<file path="src/rtl/bus_slave_regfile_pkg.sv">
// Shared bus constants and slave FSM state encodings.
// Peripheral register blocks on the system bus import these.
package bus_slave_regfile_pkg;

  localparam int   WORD_ADDR_W  = 30;
  localparam int   WORD_DATA_W  = 32;

  localparam logic READ         = 1'b1;
  localparam logic WRITE        = 1'b0;
  localparam logic ENABLE_      = 1'b0;
  localparam logic DISABLE_     = 1'b1;
  localparam logic RESET_ENABLE = 1'b0;

  typedef enum logic [1:0] {
    BUS_SLV_IDLE = 2'd0,
    BUS_SLV_WAIT = 2'd1,
    BUS_SLV_ACK  = 2'd2
  } bus_slv_state_e;

endpackage

</file>
<file path="src/rtl/bus_slave_regfile_if.sv">
// Slave-side view of the shared system bus.
// The master modport drives the request signals; the slave modport answers them.
interface bus_slave_regfile_if;
  import bus_slave_regfile_pkg::*;

  logic                   s_cs_;
  logic                   s_as_;
  logic                   s_rw;
  logic [WORD_ADDR_W-1:0] s_addr;
  logic [WORD_DATA_W-1:0] s_wr_data;
  logic [WORD_DATA_W-1:0] s_rd_data;
  logic                   s_rdy_;

  modport master (
    output s_cs_, s_as_, s_rw, s_addr, s_wr_data,
    input  s_rd_data, s_rdy_
  );

  modport slave (
    input  s_cs_, s_as_, s_rw, s_addr, s_wr_data,
    output s_rd_data, s_rdy_
  );

endinterface

</file>
<file path="src/rtl/bus_slave_regfile.sv">
// Template bus responder: accepts a request, waits WAIT_CYCLES, then acknowledges
// for one cycle against a small register file whose register 0 is a read-only ID.
module bus_slave_regfile
  import bus_slave_regfile_pkg::*;
#(
  parameter int                     REG_NUM_W   = 4,
  parameter int                     WAIT_CYCLES = 2,
  parameter logic [WORD_DATA_W-1:0] ID_VALUE    = 32'h0000_0001
) (
  input logic                 clk,
  input logic                 reset_,
  bus_slave_regfile_if.slave  bus
);

  localparam int NUM_REGS = 2 ** REG_NUM_W;

  bus_slv_state_e         state_q, state_d;
  logic [3:0]             cnt_q, cnt_d;
  logic [REG_NUM_W-1:0]   idx_q, idx_d;
  logic                   rw_q, rw_d;
  logic [WORD_DATA_W-1:0] wdata_q, wdata_d;
  logic                   rdy_q, rdy_d;
  logic [WORD_DATA_W-1:0] rdata_q, rdata_d;
  logic                   wr_en;
  logic [WORD_DATA_W-1:0] regs_q [NUM_REGS];
  logic [WORD_DATA_W-1:0] rd_word;

  assign rd_word       = (idx_q == '0) ? ID_VALUE : regs_q[idx_q];
  assign bus.s_rdy_    = rdy_q;
  assign bus.s_rd_data = rdata_q;

  // The acknowledge and read data are registered, so they appear in the cycle after ACK.
  always_comb begin
    state_d = state_q;
    cnt_d   = cnt_q;
    idx_d   = idx_q;
    rw_d    = rw_q;
    wdata_d = wdata_q;
    rdy_d   = DISABLE_;
    rdata_d = '0;
    wr_en   = 1'b0;
    unique case (state_q)
      BUS_SLV_IDLE: begin
        if (bus.s_cs_ == ENABLE_ && bus.s_as_ == ENABLE_) begin
          idx_d   = bus.s_addr[REG_NUM_W-1:0];
          rw_d    = bus.s_rw;
          wdata_d = bus.s_wr_data;
          cnt_d   = 4'(WAIT_CYCLES);
          state_d = (WAIT_CYCLES > 0) ? BUS_SLV_WAIT : BUS_SLV_ACK;
        end
      end
      BUS_SLV_WAIT: begin
        if (cnt_q == 4'd1) begin
          state_d = BUS_SLV_ACK;
        end else begin
          cnt_d = cnt_q - 4'd1;
        end
      end
      BUS_SLV_ACK: begin
        state_d = BUS_SLV_IDLE;
        rdy_d   = ENABLE_;
        if (rw_q == READ) begin
          rdata_d = rd_word;
        end else begin
          wr_en = 1'b1;
        end
      end
      default: state_d = BUS_SLV_IDLE;
    endcase
  end

  always_ff @(posedge clk or negedge reset_) begin
    if (!reset_) begin
      state_q <= BUS_SLV_IDLE;
      cnt_q   <= '0;
      idx_q   <= '0;
      rw_q    <= 1'b0;
      wdata_q <= '0;
      rdy_q   <= DISABLE_;
      rdata_q <= '0;
    end else begin
      state_q <= state_d;
      cnt_q   <= cnt_d;
      idx_q   <= idx_d;
      rw_q    <= rw_d;
      wdata_q <= wdata_d;
      rdy_q   <= rdy_d;
      rdata_q <= rdata_d;
    end
  end

  // Register 0 is never written, so its storage stays at its reset value.
  always_ff @(posedge clk or negedge reset_) begin
    if (!reset_) begin
      for (int i = 0; i < NUM_REGS; i++) begin
        regs_q[i] <= '0;
      end
    end else if (wr_en && idx_q != '0) begin
      regs_q[idx_q] <= wdata_q;
    end
  end

endmodule

</file>
<file path="src/flat_wrapper.sv">
// flat-port wrapper written by rule: the top's interface ports become plain ports
module bus_slave_regfile_flat import bus_slave_regfile_pkg::*;
#(
  parameter int                     REG_NUM_W   = 4,
  parameter int                     WAIT_CYCLES = 2,
  parameter logic [WORD_DATA_W-1:0] ID_VALUE    = 32'h0000_0001
)
  (clk, reset_, bus_s_cs_, bus_s_as_, bus_s_rw, bus_s_addr, bus_s_wr_data, bus_s_rd_data, bus_s_rdy_);
  bus_slave_regfile_if bus_i ();
  input logic clk;
  input logic reset_;
  input wire logic [$bits(bus_i.s_cs_)-1:0] bus_s_cs_;
  input wire logic [$bits(bus_i.s_as_)-1:0] bus_s_as_;
  input wire logic [$bits(bus_i.s_rw)-1:0] bus_s_rw;
  input wire logic [$bits(bus_i.s_addr)-1:0] bus_s_addr;
  input wire logic [$bits(bus_i.s_wr_data)-1:0] bus_s_wr_data;
  output wire logic [$bits(bus_i.s_rd_data)-1:0] bus_s_rd_data;
  output wire logic [$bits(bus_i.s_rdy_)-1:0] bus_s_rdy_;
  assign bus_i.s_cs_ = bus_s_cs_;
  assign bus_i.s_as_ = bus_s_as_;
  assign bus_i.s_rw = bus_s_rw;
  assign bus_i.s_addr = bus_s_addr;
  assign bus_i.s_wr_data = bus_s_wr_data;
  assign bus_s_rd_data = bus_i.s_rd_data;
  assign bus_s_rdy_ = bus_i.s_rdy_;
  bus_slave_regfile #(.REG_NUM_W(REG_NUM_W), .WAIT_CYCLES(WAIT_CYCLES), .ID_VALUE(ID_VALUE)) u_core (.clk(clk), .reset_(reset_), .bus(bus_i));
endmodule
</file>
<file path="config.mk">
export PLATFORM = sky130hd
export DESIGN_NAME = bus_slave_regfile_flat
export DESIGN_NICKNAME = d
export VERILOG_FILES = /design/src/rtl/bus_slave_regfile_pkg.sv /design/src/rtl/bus_slave_regfile_if.sv /design/src/rtl/bus_slave_regfile.sv /design/src/flat_wrapper.sv
export SDC_FILE = /design/constraint.sdc
export NUM_CORES = 1
export LEC_CHECK = 0
export CAP_MARGIN = 15
export CELL_PAD_IN_SITES_DETAIL_PLACEMENT = 0
export CELL_PAD_IN_SITES_GLOBAL_PLACEMENT = 1
export CORE_MARGIN = 1.5
export CORE_UTILIZATION = 54
export CTS_BUF_LIST = sky130_fd_sc_hd__clkbuf_16
export DETAILED_ROUTE_END_ITERATION = 10
export DONT_BUFFER_PORTS = 1
export GPL_TIMING_DRIVEN = 0
export PLACE_DENSITY = 0.9
export SETUP_SLACK_MARGIN = 0.3
export SLEW_MARGIN = 30
export SYNTH_ARGS = -nofsm -noshare
export SYNTH_HDL_FRONTEND = slang
export SYNTH_SLANG_ARGS = --single-unit
</file>
<file path="constraint.sdc">
create_clock -name clk -period 2.03 [get_ports clk]
set_input_delay 0.609 -clock clk [delete_from_list [all_inputs] [get_ports clk]]
set_output_delay 0.609 -clock clk [all_outputs]
set_load 0.05 [all_outputs]
</file>
==> results of run 1 <==
-- kinds of logic (layout without fill, tap and decap cells) --
logic type | after synthesis | count (layout) | share of synthesized area [%]
compound gates | 69 | 69 | 2.03
xor+xnor | 2 | 2 | 0.0700
fa+ha+maj | 2 | 2 | 0.100
buf+inv | 159 | 359 | 2.87
flops | 587 | 587 | 58.7
mux | 645 | 645 | 34.7
simple gates | 76 | 76 | 1.48
-- Yosys cell counts (all sizes together) (3+ instances only) --
master	number	area [µm²]
o21ai	3	15.0
nor3b	3	32.5
clkbuf	88	332
nand3	5	25.0
a22oi	63	473
nor2	8	30.0
buf	69	379
nor2b	6	37.5
mux2	517	5820
dfrtp	586	14700
nand2	41	154
nand2b	3	18.8
mux4	127	2860
-- per-stage QoR --
stage	power (µW)	instances	TNS, ps	instance area, µm²
floorplan	20500	1540	0	25100
CTS	35800	2309	0	29700
detailed placement	23000	2140	-58960	25800
global placement	22600	2140	-57850	25800
global route	38500	2340	-5860	31000
finish	37300	2340	-1210	31000
-- metal layers --
metal	GRT usage, %	vias up
li1	-	5991
met1	39.0	8336
met2	45.5	735
met3	5.93	240
met4	13.3	4
met5	0	-
-- power groups by stage --
stage / Combinational [µW] / Clock [µW] / Sequential, µW
4_1_cts: 9770 / 10700 / 15300
6_report: 11000 / 10700 / 15600
2_1_floorplan: 5710 / 0 / 14800
3_3_place_gp: 7340 / 0 / 15300
5_1_grt: 11500 / 11300 / 15800
3_5_place_dp: 7580 / 0 / 15400
-- how the worst min path moves through the flow --
stage	from	to	cells after the start
after floorplan	reset_	u_core.bus.s_rd_data[0]	0
after global placement	reset_	u_core.regs_q[365]	0
after detailed placement	reset_	u_core.regs_q[365]	0
after CTS	reset_	u_core.regs_q[365]	0
after global routing	reset_	u_core.regs_q[365]	0
final	reset_	u_core.regs_q[365]	0
-- area by class of cell --
class / instances / area share (%)
Sequential cell: 587 / 47.4
Multi-Input combinational cell: 794 / 34.1
Buffer: 157 / 5.13
Timing Repair Buffer: 92 / 4.96
Clock buffer: 61 / 4.92
Tap cell: 600 / 2.42
Clock inverter: 47 / 1.10
Inverter: 2 / 0.0242
-- what timing repair did --
action	4_1_cts	5_1_grt
setup endpoints to repair	566	577
resized for setup	298	234
hold endpoints to repair	587	586
cloned	18	11
buffers inserted	43	20
pin swaps	30	28
-- sequential cells by signal, summed over array words and instances (netlist names) --
| signal | count |
|---|---|
| u_core.bus.s_rd_data | 32 |
| u_core.bus.s_rdy_ | 1 |
| u_core.cnt_q | 4 |
| u_core.idx_q | 4 |
| u_core.regs_q | 511 |
| u_core.rw_q | 1 |
| u_core.state_q | 2 |
| u_core.wdata_q | 32 |
==> summary.md, run 1 <==
| Metric | Value |
|---|---|
| Met2 routed wirelength | `around 35000 µm` |
| Crit end category | `flop` |
| Final setup viols | `38` |
| CP max stage delay | `around 520 ps` |
| Cts bufs inserted | `58` |
| First-pass GRT wire length | `a little over 100000 µm` |
| Leading cell type in the layout, fill and taps excluded | `dfrtp_1` |
| Hold Crit Class | `in2async` |
| Most frequent cells in the layout | `dfrtp_1, mux2_2, mux2_4` |
| Switch Pwr | `between 10000 and 15000 µW` |
| Total Wirelength | `approximately 73000 µm` |
| Slew Limit Headroom | `between 20% and 30%` |
| Lkg Pwr | `between 0.01 and 0.015 µW` |
| Cell Chain, Critical Path | `buf_6 -> buf_6 -> clkbuf_16 -> buf_12 -> mux4_2 -> a22oi_1 -> nand2_1` |
| CP Max Fanout | `6` |
| Multi-input gate area | `10600 µm²` |
| Critical Path Stages | `7` |
| Fin worst setup slack | `-94.9 ps` |
| Critical Path Sink | `u_core.bus.s_rd_data[17]` |
| Vias in the first global route | `between 15000 and 20000` |
| Run status | `finished, violations left` |
| GRT Util Overall | `between 20 and 30%` |
| Sequential fraction of the synthesis area | `between 50% and 60%` |
| Max Used Layer | `met5` |
| Met3 wire length | `around 5500 µm` |
| Initial core utilization | `roughly 55%` |
| Clock root cell | `clkbuf_16` |
| Largest net degree at the start of global routing | `between 500 and 600` |
| Fin. max-slew vios | `0` |
| Mapped cell area | `around 25000 µm²` |
| Worst path required time | `approximately 2500 ps` |
| Failing checks | `hold timing, setup timing` |
| Nets@finish | `about 1800` |
| # fillers | `approximately 2800` |
| Flip-flop and latch area | `~15000 µm²` |
| Routed wire length per instance | `about 31 µm` |
| Die Ht | `218 µm` |
| Clk sinks | `587` |
| Vias | `between 15000 and 20000` |
| Ys async rst share | `100%` |
| H-tree levels | `2` |
| I/O Pins | `100` |
| Worst reg-to-reg path cell count | `7` |
| Critical Path Source | `u_core.idx_q[0]` |
| CP dominant cell by count | `buf_6` |
| Vias per cell | `between 6 and 7` |
| Post-detail-place hpwl | `approximately 36000 µm` |
| MaxCap Viol Count | `0` |
| Die area | `approximately 48000 µm²` |
| Setup Slack @ Placement | `-604 ps` |
| Flip-flop and latch count after synthesis | `just under 600` |
| EDFF count, synth | `0` |
| Finished Core Util | `between 60% and 70%` |
| Switching portion of total power | `between 30% and 40%` |
| Crit path time final | `2120 ps` |
| # diodes | `0` |
| GPL Wtd Cong | `approximately 0.80` |
| Max VDD drop | `roughly 740 µV` |
| Critical Path Start Type | `flop` |
| Endpoints failing hold | `approximately 590` |
| Sequential share of power | `41.8%` |
| Layout Skew | `~13 ps` |
| Core area | `45600 µm²` |
| Met1 wire length | `28900 µm` |
| Antenna Nets Post-Route | `0` |
| Row Count | `78` |
| Port Buffers | `0` |
| DRC | `0` |
| Reg clk slew, reported paths | `roughly 60 ps` |
| YS warnings | `0` |
| Top_reg_cell synth | `dfrtp_1` |
| Min Hold Slack | `-295 ps` |
| Crit path max-delay cell type | `mux4_2` |
| R2r endpoint | `u_core.bus.s_rd_data[17]` |
| Initial antenna violation count | `2` |
| Buf+Inv Stages, Crit Path | `4` |
| Clk buf depth | `3` |
| Share of layout cells above drive strength 1 | `a little under three fifths` |
| GRT overflow | `0` |
| Die width | `~220 µm` |
| Clock Power Share | `between 20% and 30%` |
| Area Overhead vs Synth | `24.0%` |
| Syn nets | `1609` |
| Mapped Cells | `about 1500` |
| Critical path class | `reg2reg` |
| RSZ-0062 raised after global routing | `yes` |
| Reg2Reg Setup Slack | `-90 ps` |
| Power Density | `between 1000 and 1500 nW/µm²` |
| Combinational power share | `between 20% and 30%` |
| Synth cell types | `34` |
| CTS tree | `done` |
| Initial DRC count | `around 1600` |
| Final Cycle Share | `105%` |
| Cell-internal power | `25600 µW` |
| Crit path arrival time | `around 2600 ps` |
| Crit-path leading delay family | `buffers and inverters` |
| FF-to-FF Start | `u_core.idx_q[0]` |
| Worst Tran Pin Value | `around 1100 ps` |
| Syn avg cell area | `16.2 µm²` |
| Worst-Skew Late Latency | `630 ps` |
| Peak Freq | `471 MHz` |
| Pre-antenna DRT Iters | `5` |
(Power assumes the default switching activity.)
==> run 2: changes to the inputs <==
- ABC_AREA: default -> 1
- CORE_UTILIZATION: 54 -> 48
- PLACE_DENSITY: 0.9 -> 0.91
==> run 2 against run 1 <==
Compared with the run above:
- the run ends with hold timing, slew limit, setup timing left
- global-route usage increased by 2.8 points
- critical path depth shrank 7
- synthesized area is 6.9% higher
- register-to-register slack better by 140 ps
==> summary.md, run 2 <==
| Metric | Value |
|---|---|
| Largest Register | `u_core.regs_q` |
| I/O Pins | `100` |
| Total Wirelength | `between 90000 and 100000 µm` |
| Top_reg_cell synth | `dfrtp_1` |
| Most frequent cells in the layout | `nand2_1, dfrtp_1, nand2_2` |
| Worst path required time | `~2000 ps` |
| Reg clk slew, reported paths | `roughly 70 ps` |
| Fin. max-slew vios | `374` |
| Endpoints failing hold | `roughly 180` |
| Die width | `roughly 240 µm` |
| Share of layout cells above drive strength 1 | `about 28%` |
| Critical Path Start Type | `input port` |
| Core area | `55100 µm²` |
| Synth cell count leaders | `nand2_1, dfrtp_1, o21ai_0` |
| Antenna Nets Post-Route | `0` |
| Synth cell types | `24` |
| Min Hold Slack | `-326 ps` |
| Vias | `around 24000` |
| Cts bufs inserted | `61` |
| Clock root cell | `clkbuf_16` |
| Top-area cell type share of the netlist area | `54.8%` |
| Worst Tran Pin Value | `~2700 ps` |
| Syn avg cell area | `about 7.9 µm²` |
| Pre-antenna DRT Iters | `6` |
| Vias in the first global route | `22500` |
| Die Ht | `around 240 µm` |
| Final Cell Area | `35200 µm²` |
| Flip-flop and latch area | `about 15000 µm²` |
| Initial core utilization | `between 40 and 50%` |
| Crit path arrival time | `1980 ps` |
| Routed wire length per instance | `21.5 µm` |
| DRC | `0` |
| FF-to-FF Start | `u_core.idx_q[0]` |
| Initial DRC count | `between 2000 and 3000` |
| Hold Crit Class | `in2async` |
| Row Count | `86` |
| GPL Wtd Cong | `0.887` |
| Lkg Pwr | `around 0.018 µW` |
| Multi-input gate area | `between 10000 and 15000 µm²` |
| Final setup viols | `1` |
| YS warnings | `0` |
| Peak Freq | `~500 MHz` |
| Port Buffers | `0` |
| Clk sinks | `587` |
| Max VDD drop | `827 µV` |
| R2r endpoint | `u_core.bus.s_rd_data[13]` |
| CP Max Fanout | `between 500 and 600` |
| EDFF count, synth | `0` |
| Leading cell type in the layout, fill and taps excluded | `nand2_1` |
| Critical path class | `in2async` |
| Power Density | `1320 nW/µm²` |
| Die area | `approximately 57000 µm²` |
| RSZ-0062 raised after global routing | `yes` |
| Slew Limit Headroom | `-82.7%` |
| Total power draw | `around 47000 µW` |
| Layout Skew | `24.3 ps` |
| Fin Setup TNS | `-0.263 ps` |
| Crit end category | `async pin` |
| Final Cycle Share | `100%` |
| Nets@finish | `around 3700` |
| Vias per cell | `5.51` |
| Flip-flop and latch count after synthesis | `587` |
| Run status | `finished, violations left` |
| H-tree levels | `2` |
| Syn nets | `roughly 3500` |
| GRT overflow | `0` |
| Largest net degree at the start of global routing | `588` |
| GRT Util Overall | `31.8%` |
| Area contributors post-synth | `dfrtp_1, nand2_1, o21ai_0` |
| CTS tree | `done` |
| Mapped Cells | `3386` |
| Most common cell in the netlist | `nand2_1` |
| MaxCap Viol Count | `0` |
| Initial antenna violation count | `3` |
| Crit path time final | `a little over 2000 ps` |
| First-pass GRT wire length | `136000 µm` |
| Worst-Skew Late Latency | `650 ps` |
| Reg2Reg Setup Slack | `50 ps` |
| Area Overhead vs Synth | `31.8%` |
| Failing checks | `hold timing, slew limit, setup timing` |
| Mapped cell area | `26700 µm²` |
| Max reg flops | `between 500 and 600` |
| # fillers | `between 4000 and 5000` |
| Worst reg-to-reg path cell count | `14` |
| Fin worst setup slack | `-0.263 ps` |
| Placed cell area | `27700 µm²` |
| Largest area contributor in the netlist | `dfrtp_1` |
| Post-detail-place hpwl | `58300 µm` |
| Sequential fraction of the synthesis area | `54.9%` |
| Ys async rst share | `100%` |
| Clk buf depth | `3` |
run 2: cell types whose count changed after synthesis, sizes merged, moves of 3 or more:
cell | previous run | this run
nor3b | 3 | 0
a22oi | 63 | 0
nand2 | 41 | 1832
o21ai | 3 | 482
a21oi | 1 | 38
nor2b | 6 | 0
nor2 | 8 | 113
clkbuf | 88 | 164
mux2 | 517 | 1
nand3 | 5 | 19
inv | 2 | 46
nand2b | 3 | 0
mux4 | 127 | 0
buf | 69 | 100
run 2: worst register-to-register path, delay by kind of cell (launching register included):
| family | cells | cell delay (ps) |
|---|---|---|
| simple gates | 8 | 680 |
| flops | 1 | 420 |
| buf+inv | 6 | 760 |
run 2: worst max-delay path by stage:
stage	startpoint	endpoint	slack (ps)	cells past startpoint
4_1_cts	u_core.bus.s_rdy_	bus_s_rdy_	80	0
5_1_grt	u_core.state_q[0]	u_core.regs_q[10]	80	10
2_1_floorplan	bus_s_as_	u_core.cnt_q[2]	470	6
3_5_place_dp	u_core.idx_q[1]	u_core.bus.s_rd_data[0]	-450	9
3_3_place_gp	u_core.idx_q[1]	u_core.bus.s_rd_data[25]	-450	9
6_report	reset_	u_core.idx_q[2]	-0.3	0
run 2: per-stage QoR:
step                      utilization [%]  setup WS, ps  instances
after floorplan                         -           473       3386
after detailed placement             50.2          -450       4134
after global routing                 63.9          77.3       4404
final                                63.9        -0.263       4404
after CTS                            59.6          82.7       4350
after global placement               50.2          -451       4134
run 2: layer usage:
metal	vias to the layer above	routed length [µm]	GRT usage (%)
li1	11100	-	-
met1	11900	39300	44.9
met2	1077	43000	49.0
met3	252	7870	5.68
met4	2	4550	11.7
met5	-	14	0
run 2: kinds of logic after synthesis:
| kind of cell | Yosys count | synth area share [%] |
|---|---|---|
| mux | 1 | 0.0421 |
| flops | 587 | 54.9 |
| fa+ha+maj | 2 | 0.0936 |
| buf+inv | 311 | 5.26 |
| compound gates | 520 | 11.1 |
| simple gates | 1965 | 28.6 |
run 2: power breakdown:
part | leakage, µW | total, µW | switching [µW] | internal, µW
Combinational | 0.00893 | 19500 | 12300 | 7160
Clock | 0.00107 | 11900 | 4910 | 6990
Sequential | 0.00787 | 15300 | 1390 | 13900
Total | 0.0179 | 46600 | 18600 | 28000
run 2: final cells by class:
| cell class | count | area share (%) |
|---|---|---|
| Clock buffer | 63 | 4.47 |
| Multi-Input combinational cell | 2496 | 35.2 |
| Inverter | 47 | 0.568 |
| Tap cell | 748 | 2.66 |
| Buffer | 264 | 7.54 |
| Sequential cell | 587 | 41.8 |
| Antenna cell | 2 | 0.0142 |
| Timing Repair Buffer | 145 | 6.31 |
| Clock inverter | 52 | 1.47 |
run 2: repair_timing:
item,in CTS,in global routing
gates resized for setup,591,687
gates cloned,33,24
endpoints found under the setup margin,582,582
setup buffers,68,28
pin swaps,117,158
endpoints found under the hold margin,587,586
